[src/rtl/vga_spi_pkg.sv]
// Shared definitions for the vga_spi link: command bytes, pixel layout and
// the state encodings of the streamer and its byte shifter.
package vga_spi_pkg;

  localparam logic [7:0] CMD_ALIGN = 8'h80;
  localparam logic [7:0] CMD_SWAP  = 8'h81;

  typedef struct packed {
    logic [1:0] r;
    logic [1:0] g;
    logic [1:0] b;
  } pixel_t;

  typedef enum logic [2:0] {
    ST_IDLE,
    ST_ALIGN,
    ST_FETCH,
    ST_PIXEL,
    ST_SWAP,
    ST_DONE
  } streamer_state_e;

  typedef enum logic [1:0] {
    TX_IDLE,
    TX_SHIFT,
    TX_GAP
  } tx_state_e;

  // Bit 7 is reserved for commands, so pixel bytes always carry a zero there.
  function automatic logic [7:0] pixel_byte(pixel_t p);
    return {2'b00, p};
  endfunction

endpackage

[src/rtl/vga_spi_streamer_if.sv]
// Pixel-memory read port and SPI wires between the streamer, its pixel
// memory and the vga_spi receiver.
interface vga_spi_streamer_if #(
  parameter int unsigned ADDR_WIDTH = 17
) ();

  logic                  pix_rd;
  logic [ADDR_WIDTH-1:0] pix_addr;
  logic [5:0]            pix_data;
  logic                  sclk;
  logic                  cs_n;
  logic                  mosi;

  modport master (
    output pix_rd, pix_addr, sclk, cs_n, mosi,
    input  pix_data
  );

  modport slave (
    input  pix_rd, pix_addr, sclk, cs_n, mosi,
    output pix_data
  );

endinterface

[src/rtl/spi_byte_tx.sv]
// Mode-0 SPI byte shifter: one byte per load pulse, MSB first, with cs_n
// framed per byte and a CS_GAP-clock idle gap before done.
module spi_byte_tx
  import vga_spi_pkg::*;
#(
  parameter int unsigned CLK_DIV = 2,
  parameter int unsigned CS_GAP  = 4
) (
  input  logic       clk,
  input  logic       rst_n,
  input  logic       load_i,
  input  logic [7:0] byte_i,
  output logic       done_o,
  output logic       sclk_o,
  output logic       cs_n_o,
  output logic       mosi_o
);

  localparam int unsigned CMAX = (CLK_DIV > CS_GAP) ? CLK_DIV : CS_GAP;
  localparam int unsigned CW   = $clog2(CMAX) + 1;

  tx_state_e     state_q;
  logic [CW-1:0] cnt_q;
  logic [4:0]    half_q;
  logic [7:0]    shreg_q;

  // half_q walks 16 SCLK half-periods plus one trailing low hold before cs_n rises.
  always_ff @(posedge clk or negedge rst_n) begin
    if (!rst_n) begin
      state_q <= TX_IDLE;
      cnt_q   <= '0;
      half_q  <= '0;
      shreg_q <= '0;
      done_o  <= 1'b0;
      sclk_o  <= 1'b0;
      cs_n_o  <= 1'b1;
      mosi_o  <= 1'b0;
    end else begin
      done_o <= 1'b0;
      case (state_q)
        TX_IDLE: begin
          if (load_i) begin
            shreg_q <= byte_i;
            mosi_o  <= byte_i[7];
            cs_n_o  <= 1'b0;
            cnt_q   <= '0;
            half_q  <= '0;
            state_q <= TX_SHIFT;
          end
        end
        TX_SHIFT: begin
          if (cnt_q == CW'(CLK_DIV - 1)) begin
            cnt_q <= '0;
            if (half_q == 5'd16) begin
              cs_n_o  <= 1'b1;
              state_q <= TX_GAP;
            end else begin
              half_q <= half_q + 5'd1;
              sclk_o <= ~sclk_o;
              if (sclk_o) begin
                shreg_q <= {shreg_q[6:0], 1'b0};
                mosi_o  <= shreg_q[6];
              end
            end
          end else begin
            cnt_q <= cnt_q + CW'(1);
          end
        end
        TX_GAP: begin
          if (cnt_q == CW'(CS_GAP - 1)) begin
            cnt_q   <= '0;
            done_o  <= 1'b1;
            state_q <= TX_IDLE;
          end else begin
            cnt_q <= cnt_q + CW'(1);
          end
        end
        default: state_q <= TX_IDLE;
      endcase
    end
  end

endmodule

[src/rtl/vga_spi_streamer.sv]
// Frame sequencer: ALIGN, one fetched pixel byte per framebuffer address in
// raster order, then SWAP, all serialised through spi_byte_tx.
module vga_spi_streamer
  import vga_spi_pkg::*;
#(
  parameter int unsigned RES_X      = 320,
  parameter int unsigned RES_Y      = 240,
  parameter int unsigned CLK_DIV    = 2,
  parameter int unsigned CS_GAP     = 4,
  parameter int unsigned ADDR_WIDTH = $clog2(RES_X * RES_Y)
) (
  input  logic                clk,
  input  logic                rst_n,
  input  logic                start,
  output logic                busy,
  output logic                frame_done,
  vga_spi_streamer_if.master  bus
);

  localparam logic [ADDR_WIDTH-1:0] LAST_ADDR = ADDR_WIDTH'(RES_X * RES_Y - 1);

  streamer_state_e       state_q;
  logic                  sent_q;
  logic                  load_q;
  logic [7:0]            tx_byte_q;
  logic                  pix_rd_q;
  logic [ADDR_WIDTH-1:0] pix_addr_q;
  logic                  tx_done;

  assign bus.pix_rd   = pix_rd_q;
  assign bus.pix_addr = pix_addr_q;

  // Each sending state spends its first cycle raising load (sent_q marks it)
  // and then waits for done; pix_rd is raised on entry to FETCH, so the data
  // is captured on FETCH's second cycle.
  always_ff @(posedge clk or negedge rst_n) begin
    if (!rst_n) begin
      state_q    <= ST_IDLE;
      sent_q     <= 1'b0;
      load_q     <= 1'b0;
      tx_byte_q  <= '0;
      pix_rd_q   <= 1'b0;
      pix_addr_q <= '0;
      busy       <= 1'b0;
      frame_done <= 1'b0;
    end else begin
      load_q     <= 1'b0;
      pix_rd_q   <= 1'b0;
      frame_done <= 1'b0;
      case (state_q)
        ST_IDLE: begin
          if (start) begin
            busy       <= 1'b1;
            pix_addr_q <= '0;
            sent_q     <= 1'b0;
            state_q    <= ST_ALIGN;
          end
        end
        ST_ALIGN: begin
          if (!sent_q) begin
            load_q    <= 1'b1;
            tx_byte_q <= CMD_ALIGN;
            sent_q    <= 1'b1;
          end else if (tx_done) begin
            sent_q   <= 1'b0;
            pix_rd_q <= 1'b1;
            state_q  <= ST_FETCH;
          end
        end
        ST_FETCH: begin
          if (!pix_rd_q) begin
            tx_byte_q <= pixel_byte(pixel_t'(bus.pix_data));
            state_q   <= ST_PIXEL;
          end
        end
        ST_PIXEL: begin
          if (!sent_q) begin
            load_q <= 1'b1;
            sent_q <= 1'b1;
          end else if (tx_done) begin
            sent_q <= 1'b0;
            if (pix_addr_q == LAST_ADDR) begin
              state_q <= ST_SWAP;
            end else begin
              pix_addr_q <= pix_addr_q + ADDR_WIDTH'(1);
              pix_rd_q   <= 1'b1;
              state_q    <= ST_FETCH;
            end
          end
        end
        ST_SWAP: begin
          if (!sent_q) begin
            load_q    <= 1'b1;
            tx_byte_q <= CMD_SWAP;
            sent_q    <= 1'b1;
          end else if (tx_done) begin
            sent_q     <= 1'b0;
            busy       <= 1'b0;
            frame_done <= 1'b1;
            state_q    <= ST_DONE;
          end
        end
        ST_DONE: state_q <= ST_IDLE;
        default: state_q <= ST_IDLE;
      endcase
    end
  end

  spi_byte_tx #(
    .CLK_DIV (CLK_DIV),
    .CS_GAP  (CS_GAP)
  ) u_tx (
    .clk    (clk),
    .rst_n  (rst_n),
    .load_i (load_q),
    .byte_i (tx_byte_q),
    .done_o (tx_done),
    .sclk_o (bus.sclk),
    .cs_n_o (bus.cs_n),
    .mosi_o (bus.mosi)
  );

endmodule
[src/flat_wrapper.sv]
// flat-port wrapper written by rule: the top's interface ports become plain ports
module vga_spi_streamer_flat import vga_spi_pkg::*;
#(
  parameter int unsigned RES_X      = 320,
  parameter int unsigned RES_Y      = 240,
  parameter int unsigned CLK_DIV    = 2,
  parameter int unsigned CS_GAP     = 4,
  parameter int unsigned ADDR_WIDTH = $clog2(RES_X * RES_Y)
)
  (clk, rst_n, start, busy, frame_done, bus_pix_rd, bus_pix_addr, bus_sclk, bus_cs_n, bus_mosi, bus_pix_data);
  vga_spi_streamer_if #(.ADDR_WIDTH(ADDR_WIDTH)) bus_i ();
  input  logic clk;
  input  logic rst_n;
  input  logic start;
  output logic busy;
  output logic frame_done;
  output wire logic [$bits(bus_i.pix_rd)-1:0] bus_pix_rd;
  output wire logic [$bits(bus_i.pix_addr)-1:0] bus_pix_addr;
  output wire logic [$bits(bus_i.sclk)-1:0] bus_sclk;
  output wire logic [$bits(bus_i.cs_n)-1:0] bus_cs_n;
  output wire logic [$bits(bus_i.mosi)-1:0] bus_mosi;
  input wire logic [$bits(bus_i.pix_data)-1:0] bus_pix_data;
  assign bus_pix_rd = bus_i.pix_rd;
  assign bus_pix_addr = bus_i.pix_addr;
  assign bus_sclk = bus_i.sclk;
  assign bus_cs_n = bus_i.cs_n;
  assign bus_mosi = bus_i.mosi;
  assign bus_i.pix_data = bus_pix_data;
  vga_spi_streamer #(.RES_X(RES_X), .RES_Y(RES_Y), .CLK_DIV(CLK_DIV), .CS_GAP(CS_GAP), .ADDR_WIDTH(ADDR_WIDTH)) u_core (.clk(clk), .rst_n(rst_n), .start(start), .busy(busy), .frame_done(frame_done), .bus(bus_i));
endmodule
[config.mk]
export PLATFORM = sky130hd
export DESIGN_NAME = vga_spi_streamer_flat
export DESIGN_NICKNAME = d
export VERILOG_FILES = /design/src/rtl/vga_spi_pkg.sv /design/src/rtl/vga_spi_streamer_if.sv /design/src/rtl/spi_byte_tx.sv /design/src/rtl/vga_spi_streamer.sv /design/src/flat_wrapper.sv
export SDC_FILE = /design/constraint.sdc
export NUM_CORES = 1
export LEC_CHECK = 0
export ABC_AREA = 1
export CORE_UTILIZATION = 25
export DETAILED_ROUTE_END_ITERATION = 10
export SETUP_SLACK_MARGIN = 0.02
export SLEW_MARGIN = 20
export SYNTH_ARGS = -nofsm -noshare
export SYNTH_HDL_FRONTEND = slang
export SYNTH_HIERARCHICAL = 1
export SYNTH_SLANG_ARGS = --single-unit
export TNS_END_PERCENT = 50
[constraint.sdc]
create_clock -name clk -period 1.6 [get_ports clk]
set_clock_uncertainty 0.05 [all_clocks]
set_input_delay 0.32 -clock clk [delete_from_list [all_inputs] [get_ports clk]]
set_output_delay 0.32 -clock clk [all_outputs]
set_load 0.03 [all_outputs]
[Word level (Yosys, flattened, before mapping)]
Cells that the tools add are included.
Operators by class
  add/sub/neg operators: 3
  equality and inequality tests: 27
  multiplexer cells: 65
  bitwise logic cells: 2
  reductions and logical operators: 20
Operators with widths (number)
  $mux 17: 4
  $mux 3: 12
  $pmux 17 s2: 1
  $mux 7: 4
  $ne 2x2->1 const B: 13
  $mux 8: 3
  $pmux 8 s3: 1
  $mux 1: 23
  $reduce_and 4->1: 5
  $add 17x1->17 const B: 1
  $eq 17x17->1 const B: 1
  $mux 5: 3
  $pmux 3 s5: 1
  $pmux 7 s2: 1
  $pmux 1 s2: 5
  $pmux 5 s2: 1
  $reduce_and 5->1: 2
  $eq 3x2->1 const B: 3
  $pmux 3 s3: 1
  $mux 2: 4
  $ne 2x1->1 const B: 4
  $reduce_and 8->1: 1
  $reduce_bool 2->1: 4
  $eq 3x1->1 const B: 2
  14 further kinds: 17
Storage, ports and cells
  register bits: 54
  bits of input ports: 9
  output and inout bits: 23
  word-level logic and storage cells: 133

[Depth between registers and ports, before layout]
Gate-level depths: netlist of the first run.
  depth in word-level cells: 5
  gate-level depth with buffers: 10
  depth with buffers taken out: 10

[Cells and area by module]
Netlist of the first run, hierarchy kept.
By module, submodules not included
  vga_spi_streamer: times used 1, cells each 264, area each 1931.9 µm², sequential area each 800.8 µm²
  spi_byte_tx: times used 1, cells each 175, area each 1340.0 µm², sequential area each 526.8 µm²

[Worst setup path after synthesis of the first run]
OpenSTA, ideal clock, no wires.
  path type: flip-flop to flip-flop
  start point: reg u_core.pix_addr_q[1], in the netlist u_core/bus.pix_addr[1]
  end point: reg u_core.pix_addr_q[8], in the netlist u_core/bus.pix_addr[8]
  library setup time: 0.074 ns
  arrival time: 1.567 ns
  slack: -0.091 ns
  stages on the path, launching flop included: 9
  buffers on the path: 1
  cells stage by stage: dfrtp_1 > ha_1 > nand3_1 > nor2_4 > nand3_2 > nand2_4 > buf_6 > nand2_1 > o21ai_2
Between the ends
  word-level cells in the longest chain between the ends: 5
  elaborated cells between the ends (all ways): 8
  classes of those cells: add/sub: 1; eq/ne: 2; mux: 4; reduce/logical: 1
RTL lines
  start: declaration: RTL line vga_spi_streamer.sv:27  | logic [ADDR_WIDTH-1:0] pix_addr_q;
  start signal: assignment: RTL line vga_spi_streamer.sv:85  | pix_addr_q <= pix_addr_q + ADDR_WIDTH'(1);
  $add 17x1->17: RTL line vga_spi_streamer.sv:85
  $mux 17: RTL line vga_spi_streamer.sv:82  | if (pix_addr_q == LAST_ADDR) begin
  $mux 17: RTL line vga_spi_streamer.sv:80  | end else if (tx_done) begin
  $mux 17: RTL line vga_spi_streamer.sv:77  | if (!sent_q) begin
  $pmux 17 s2: RTL line vga_spi_streamer.sv:50  | case (state_q)
Several ways; a longest one is shown, not always the timed one. The select of a mux whose other input is x is not followed.
A chain may end at the register's enable or synchronous reset.

[Worst setup path in the final report of the first run]
  start point: reg u_core.pix_addr_q[1], in the netlist u_core/bus.pix_addr[1]
  end point: out bus_pix_addr[1]
RTL lines
  end: declaration: RTL line flat_wrapper.sv:18  | output wire logic [$bits(bus_i.pix_addr)-1:0] bus_pix_addr;
No word-level cell between the ends.

==> out/metrics.yaml, run 1 <==
global_route:
  grt_pass1_vias: 2984
  top_usage_layer: "met2"
  use_met2: 0.2079
  grt_pass1_wl_um: 13220
  grt_util_met1: 0.1506
  overflow: 0
  grt_max_degree: 54
  grt_use_met3: 0.01920
  antenna_found_initial: 0
  track_usage: 0.1206
critical_path:
  worstSetupPathType: "register to output port"
  crit_fanout: 4
  cp-end-kind: "output port"
  crit_arrival_ns: 1.17
  startpoint_type: "register"
  required_ns: 1.23
detailed_routing:
  vias: 3025
  drt_iter0_markers: 99
  wl_um: 7721
  wl_per_cell_um: 11.46
  viasPerCell: 4.488
  first_pass_iters: 4
  ant_nets: 0
  drcViolationCount: 0
synth:
  synth_xor_area_frac: 0.005354
  synthDistinctLibCells: 31
  synth_top_area_share: 0.3977
  ys_ff_latch: 53
  synth-async-reset-ratio: 1.000
  syn_area_um2: 3272
  synth_flop_cell: "dfrtp_1"
  synth_common_cells: "nand2_1 (161), dfrtp_1 (52), inv_1 (46)"
  synthMuxAreaShare: 0
  synthCells: 439
  synth_top_family_by_area: "simple AND/OR/NAND/NOR gates"
  yosys.area_share.simple: 0.3621
  synth_area_leader_cell: "dfrtp_1"
  syn_nets: 458
  synth_warnings: 6
  synth_area_leaders: "dfrtp_1 (40%), nand2_1 (18%), inv_1 (5.3%)"
  synth_area_per_cell_um2: 7.453
  yosysMostFrequentCell: "nand2_1"
  synth_adder_area_share: 0.03824
  synth_compound_area_frac: 0.09598
  seq_area_frac_synth: 0.4057
  synth_edf_count: 0
floorplan:
  initial_core_util: 0.2582
  core-area_um2: 12670
  die_area_um2: 13550
  die_h_um: 116.4
  die_x_um: 116.4
  rows: 41
  io_pins: 32
pwr:
  peakVddDrop_mv: 0.4562
  leakage_nw: 2.099
  powerDensity_nw_per_um2: 626.4
sta:
  fmax_mhz: 649.7
  fin_ws_ns: 0.06094
  hold_viol: 0
  drv_slew: 0
  whs_ns: 0.4282
  finalCriticalPeriod_ns: 1.539
  setup_viol: 0
  fin_crit_sh: 0.9619
  rsz0062_at_grt: "true"
flow_run:
  max-cap-violations: 0
final_layout:
  n_fill_cell: 1367
  insertedDiodeCount: 0
  final_nets: 520
  final_area_um2: 4252
  syn2layout_area_growth_pct: 29.94
  drive_gt1_frac: 0.2072
clock_tree:
  clk_latency_ns: 0.29
  clk_path_buf_depth: 2
  cts_tree: "yes"
  numCtsBuffers: 5
  cts.sinks: 53
  cts-htree-levels: 2
  cts_root_buffer: "clkbuf_16"
  path_clk_slew_ns: 0.07
min_path:
  hp-class: "register to register"
run_status:
  status: "finished clean"
place:
  post-place-ws_ns: 0.001104
  gp_congestion: 0.8880
  detailed_place.area_um2: 3961
  hpwl_um: 5425
  numPortBuffers: 31
[state kept, by name (all words and copies together), names as in the netlist, 2 cells and up]
| signal | flops |
|---|---|
| u_core/bus.pix_addr | 17 |
| u_core/state_q | 3 |
| u_core/u_tx/state_q | 2 |
| u_core/tx_byte_q | 7 |
| u_core/u_tx/shreg_q | 7 |
| u_core/u_tx/cnt_q | 3 |
| u_core/u_tx/half_q | 5 |
[worst max-delay path: stages (launching register included)]
cell and delay (ns):
dfrtp_2 0.40, buf_4 0.15, clkdlybuf4s15_1 0.33
[cells by family (layout without fill, tap and decap cells)]
logic type,after synthesis,count (layout)
adder cells (fa/ha/maj),10,10
AO/OA/AOI/OAI,47,47
other,1,1
AND/OR/NAND/NOR,264,264
XOR/XNOR,2,2
buffers and inverters,62,125
flip-flops,53,53
[cell type report]
type / count / area [um^2] / share of cell area
inverter: 51 / 193.9 / 0.04562
sequential: 53 / 1338 / 0.3146
clock buffer: 6 / 128.9 / 0.03031
clock inverter: 2 / 38.79 / 0.009123
multi-input combinational: 324 / 1720 / 0.4046
timing repair buffer: 66 / 616.8 / 0.1451
tap: 172 / 215.2 / 0.05062
[power by group]
group	total [mW]	internal [mW]	switching, mW
combinational	0.0766	0.0343	0.0423
clock	1.23	0.743	0.491
sequential	1.35	1.35	0.00524
total	2.66	2.12	0.539
[stage by stage]
stage | instances | power (mW) | util | setup TNS, ns
after detailed placement | 661 | 1.459 | 0.3126 | 0
after CTS | 670 | 2.714 | 0.3251 | 0
after global routing | 674 | 2.765 | 0.3355 | -0.02362
final | 674 | 2.663 | 0.3355 | 0
after global placement | 661 | 1.458 | 0.3126 | 0
after floorplan | 439 | 1.395 | - | 0
[layout by cell type, fill, tap and decap left out, types with 6 or more instances in the layout]
cell	instances
a21oi_1	6
buf_4	29
clkbuf_16	6
clkdlybuf4s50_1	7
dfrtp_1	44
dfrtp_2	8
dlygate4sd2_1	18
ha_1	8
inv_1	43
inv_2	7
nand2_1	158
nand3_1	33
nand4_1	16
nor2_1	30
nor2_4	7
o21ai_0	14
o21ai_2	13
[final timing paths]
path / depth (start not counted) / endpoint / slack [ns] / from
setup / recovery: 2 / bus_pix_addr[1] / 0.06 / u_core/bus.pix_addr[1]
hold / removal: 2 / u_core/u_tx/shreg_q[2] / 0.43 / u_core/u_tx/shreg_q[2]
setup reg to reg: 10 / u_core/bus.pix_addr[14] / 0.08 / u_core/bus.pix_addr[4]
hold reg to reg: 2 / u_core/u_tx/shreg_q[2] / 0.43 / u_core/u_tx/shreg_q[2]
max in group asynchronous: 3 / u_core/u_tx/cs_n_o / 0.71 / rst_n
min in group asynchronous: 3 / u_core/u_tx/half_q[4] / 0.52 / rst_n
[metal layers]
metal,part of all wire,up-vias
met5,0,-
met4,0.022,0
met3,0.028,17
met2,0.48,55
met1,0.47,1426
li1,-,1527
[what timing repair did]
item / 4_1_cts / 5_1_grt
pin swaps: 0 / 2
buffers inserted: 0 / 3
endpoints found under the setup margin: 27 / 46
resized for setup: 24 / 33
endpoints found under the hold margin: 52 / 0
cloned: 0 / 1
hold buffers: 1 / 0
No activity file was read; power rests on OpenSTA's default activity.
==> run 2: changes to the inputs <==
--- a/config.mk
+++ b/config.mk
@@ -6,8 +6,11 @@
 export NUM_CORES = 1
 export LEC_CHECK = 0
 export ABC_AREA = 1
+export CELL_PAD_IN_SITES_DETAIL_PLACEMENT = 0
+export CELL_PAD_IN_SITES_GLOBAL_PLACEMENT = 1
 export CORE_UTILIZATION = 25
 export DETAILED_ROUTE_END_ITERATION = 10
+export PLACE_DENSITY_LB_ADDON = 0.1
 export SETUP_SLACK_MARGIN = 0.02
 export SLEW_MARGIN = 20
 export SYNTH_ARGS = -nofsm -noshare
==> out/metrics.yaml, run 2 (synthesis gave the netlist of run 1 again) <==
clock_tree:
  cts-htree-levels: 2
  cts.sinks: 53
  clk_latency_ns: 0.31
  cts_root_buffer: "clkbuf_16"
  numCtsBuffers: 5
  path_clk_slew_ns: 0.08
  cts_tree: "yes"
  clk_path_buf_depth: 2
sta:
  rsz0062_at_grt: "true"
  whs_ns: 0.4204
  fin_ws_ns: 0.06487
  hold_viol: 0
  fmax_mhz: 651.4
  finalCriticalPeriod_ns: 1.535
  fin_tns_setup_ns: 0
  fin_crit_sh: 0.9595
  setup_viol: 0
  drv_slew: 0
pwr:
  powerDensity_nw_per_um2: 589.1
  peakVddDrop_mv: 0.4232
  leakage_nw: 2.153
final_layout:
  largest_reg_flops: 17
  final_cell_mix: "nand2_1 (144), inv_1 (45), dfrtp_1 (45), buf_4 (38), nand3_1 (33)"
  final_nets: 532
  insertedDiodeCount: 0
  layout_commonest_cell: "nand2_1"
  fin_util: 0.3485
  syn2layout_area_growth_pct: 34.95
  n_fill_cell: 1405
  drive_gt1_frac: 0.2685
global_route:
  grt_pass1_wl_um: 14380
  grt_max_degree: 54
  grt_pass1_vias: 2908
  overflow: 0
  antenna_found_initial: 0
  track_usage: 0.1375
critical_path:
  crit_fanout: 5
  worstSetupPathType: "register to output port"
  startpoint_type: "register"
  cp-end-kind: "output port"
  crit_arrival_ns: 1.17
  required_ns: 1.23
detailed_routing:
  wl_met1_um: 4247
  wl_met3_um: 199
  ant_nets: 0
  highest_layer: "met4"
  wl_met2_um: 4194
  wl_per_cell_um: 12.71
  viasPerCell: 4.334
  drcViolationCount: 0
  first_pass_iters: 4
  vias: 2973
  drt_iter0_markers: 168
  wl_um: 8721
floorplan:
  die_h_um: 116.4
  core-area_um2: 12670
  die_x_um: 116.4
  rows: 41
  die_area_um2: 13550
  io_pins: 32
  initial_core_util: 0.2582
flow_run:
  max-cap-violations: 0
place:
  post-place-ws_ns: 0.02035
  hpwl_um: 6182
  gp_congestion: 0.8149
  numPortBuffers: 31
min_path:
  hp-class: "register to register"
run_status:
  status: "finished clean"
[run 2: changes by cell type in the layout (fill, tap and decap cells not counted), moves of 3 or more]
cell | previous run | this run
dlygate4sd2_1 | 18 | 15
ha_2 | 0 | 3
nand2_2 | 5 | 17
buf_4 | 29 | 38
clkdlybuf4s15_2 | 0 | 3
nor2_1 | 30 | 27
o21ai_0 | 14 | 11
nor2_2 | 4 | 7
nand2_1 | 158 | 144
[run 2: worst max-delay path, stage by stage (launching register included)]
cell,delay [ns]
dfrtp_1,0.43
buf_4,0.16
clkdlybuf4s15_2,0.27
[run 2: repair_timing]
action | 4_1_cts | 5_1_grt
buffers inserted | 0 | 1
gates cloned | 0 | 3
resized for setup | 32 | 53
hold endpoints to repair | 52 | 0
pin swaps | 0 | 8
hold buffers | 1 | 0
endpoints found under the setup margin | 24 | 49
[run 2: stage by stage]
step | cell area [um^2] | cells | total power, mW
floorplan | 3276 | 439 | 1.395
global placement | 4064 | 673 | 1.460
CTS | 4212 | 682 | 2.687
finish | 4415 | 686 | 2.601
global route | 4415 | 686 | 2.731
detailed placement | 4064 | 673 | 1.460
[run 2: area by class of cell]
cell class | instances | area (um^2) | share of cell area
Clock inverter | 3 | 26.28 | 0.005951
Clock buffer | 5 | 125.1 | 0.02834
Inverter | 51 | 191.4 | 0.04336
Sequential cell | 53 | 1336 | 0.3026
Tap cell | 172 | 215.2 | 0.04874
Timing Repair Buffer | 78 | 738.2 | 0.1672
Multi-Input combinational cell | 324 | 1783 | 0.4038
[run 2: worst paths after layout]
check	startpoint	endpoint	slack, ns	cells after the start
setup reg to reg	u_core/state_q[1]	u_core/bus.pix_addr[1]	0.08	8
hold / removal	u_core/sent_q	u_core/load_q	0.42	1
max in group asynchronous	rst_n	u_core/u_tx/cs_n_o	0.69	3
hold reg to reg	u_core/sent_q	u_core/load_q	0.42	1
min in group asynchronous	rst_n	u_core/u_tx/half_q[2]	0.51	3
setup / recovery	u_core/bus.pix_addr[6]	bus_pix_addr[6]	0.06	2
[run 2: layer usage]
layer  up-vias  track usage
met5         -            0
met4         0      0.03333
met3         6      0.03321
met2        26       0.2245
met1      1394       0.1824
li1       1547            -
[run 2: report_power, final]
group	switching, mW	total (mW)	leakage [nW]	internal, mW
Sequential	0.00513	1.35	0.690	1.35
Clock	0.577	1.17	0.0680	0.594
Combinational	0.0440	0.0782	1.40	0.0342
Total	0.626	2.60	2.15	1.97
==> run 3: changes to the inputs <==
--- a/config.mk
+++ b/config.mk
@@ -10,6 +10,7 @@
 export CELL_PAD_IN_SITES_GLOBAL_PLACEMENT = 1
 export CORE_UTILIZATION = 25
 export DETAILED_ROUTE_END_ITERATION = 10
+export GPL_TIMING_DRIVEN = 0
 export PLACE_DENSITY_LB_ADDON = 0.1
 export SETUP_SLACK_MARGIN = 0.02
 export SLEW_MARGIN = 20
==> out/metrics.yaml, run 3 (synthesis gave the netlist of run 1 again) <==
run_status:
  status: "finished clean"
critical_path:
  max_stage_delay_ns: 0.40
  cp-end-kind: "register"
  worstPathBufferInverterCount: 2
  crit_arrival_ns: 1.72
  crit_chain: "inv_2 -> nand2_4 -> nor2_4 -> nand2_2 -> a21oi_4 -> nand2_8 -> bufbuf_16 -> nand2_1 -> o21ai_0"
  r2r_start: "u_core/state_q[2]"
  crit_fanout: 5
  cp_top_family: "flip-flops"
  reg2reg_slack_ns: 0.02
  r2r_cells: 9
  worstSetupPathType: "register to register"
  startpoint_type: "register"
  r2r_end: "u_core/bus.pix_addr[9]"
  cpMaxStageDelayCell: "dfrtp_1"
  required_ns: 1.74
clock_tree:
  cts-htree-levels: 2
  clk_path_buf_depth: 2
  cts.sinks: 53
  path_clk_slew_ns: 0.08
  cts_root_buffer: "clkbuf_16"
  clk_latency_ns: 0.30
  numCtsBuffers: 5
  cts_tree: "yes"
final_layout:
  multiInputGateArea_um2: 1807
  drive_gt1_frac: 0.2704
  largest_reg_flops: 17
  insertedDiodeCount: 0
  final_cell_mix: "nand2_1 (148), inv_1 (44), dfrtp_1 (37), nand3_1 (33), nor2_1 (26)"
  seqCellArea_um2: 1346
  syn2layout_area_growth_pct: 34.26
  fin_util: 0.3467
  n_fill_cell: 1377
  final_area_um2: 4393
  final_nets: 521
  layout_commonest_cell: "nand2_1"
  finish.cell_count_without_fillers: 675
place:
  dp_cells: 643
  numPortBuffers: 31
  hpwl_um: 6082
  gp_congestion: 0.7849
  detailed_place.area_um2: 3819
global_route:
  grt_util_met1: 0.1784
  top_usage_layer: "met2"
  grt_use_met3: 0.02750
  grt_max_degree: 30
  grt_pass1_wl_um: 14370
  track_usage: 0.1390
  grt_pass1_vias: 2837
  overflow: 0
  antenna_found_initial: 0
  use_met2: 0.2359
sta:
  finalCriticalPeriod_ns: 1.585
  fmax_mhz: 631.1
  fin_crit_sh: 0.9904
  fin_tns_setup_ns: 0
  rsz0062_at_grt: "true"
  drv_slew: 0
  setup_viol: 0
  hold_viol: 0
floorplan:
  core-area_um2: 12670
  initial_core_util: 0.2582
  die_h_um: 116.4
  io_pins: 32
  die_x_um: 116.4
  rows: 41
  die_area_um2: 13550
detailed_routing:
  drt_iter0_markers: 98
  viasPerCell: 4.379
  ant_nets: 0
  wl_per_cell_um: 13.18
  wl_um: 8899
  vias: 2956
  first_pass_iters: 4
  drcViolationCount: 0
pwr:
  peakVddDrop_mv: 0.4063
  powerDensity_nw_per_um2: 626.1
  leakage_nw: 2.110
min_path:
  worstHoldPathCells: 1
  worstHoldStart: "u_core/sent_q"
  worstHoldEndpoint: "u_core/load_q"
  hp-class: "register to register"
flow_run:
  max-cap-violations: 0
==> run 3: worst max path at each step <==
stage | startpoint | end | slack (ns) | depth (start not counted)
finish | u_core/state_q[2] | u_core/bus.pix_addr[9] | 0.02 | 9
detailed placement | u_core/bus.pix_addr[0] | u_core/bus.pix_addr[6] | -0.11 | 8
global route | u_core/state_q[2] | u_core/bus.pix_addr[9] | -0.06 | 9
CTS | u_core/bus.pix_addr[0] | u_core/bus.pix_addr[9] | -0.03 | 8
global placement | rst_n | u_core/bus.pix_addr[7] | -2.02 | 1
floorplan | u_core/bus.pix_addr[4] | u_core/bus.pix_addr[8] | 0.02 | 9
==> run 3: layout make-up <==
type,instances,share of cell area
inverter,51,0.04415
multi-input combinational,324,0.4113
clock inverter,3,0.01139
timing repair buffer,57,0.1245
buffer,10,0.02478
tap,172,0.04899
sequential,53,0.3065
clock buffer,5,0.02848
==> run 3: power breakdown <==
group          switching, mW  total [mW]  internal [mW]
Combinational         0.0447      0.0779         0.0333
Clock                  0.566        1.32          0.754
Sequential           0.00526        1.35           1.35
==> run 3: worst reg2reg max path, cell delays in order, from the launching register on <==
cell	delay [ns]
dfrtp_1	0.40
inv_2	0.11
nand2_4	0.06
nor2_4	0.10
nand2_2	0.08
a21oi_4	0.18
nand2_8	0.10
bufbuf_16	0.28
nand2_1	0.05
o21ai_0	0.07
==> run 3: routing by layer <==
layer,part of all wire,vias up
met5,0,-
met4,0.016,0
met3,0.027,12
met2,0.48,40
met1,0.48,1379
li1,-,1525
==> run 3: timing repair <==
item                       4_1_cts  5_1_grt
gates cloned                     1        1
pin swaps                        5       11
gates resized for setup         59       53
hold buffers                     1        0
setup buffers                   11       11
hold endpoints to repair        24        0
setup endpoints to repair       48       48
==> run 3: per-stage QoR <==
| step | total power, mW | setup WS, ns | hold WS, ns |
|---|---|---|---|
| final | 2.750 | 0.01537 | 0.4181 |
| after global routing | 2.870 | -0.05766 | 0.4372 |
| after detailed placement | 1.460 | -0.1051 | 0.2248 |
| after global placement | 1.454 | -2.020 | 0.4053 |
| after floorplan | 1.395 | 0.02061 | -0.02559 |
| after CTS | 2.819 | -0.03113 | 0.4222 |
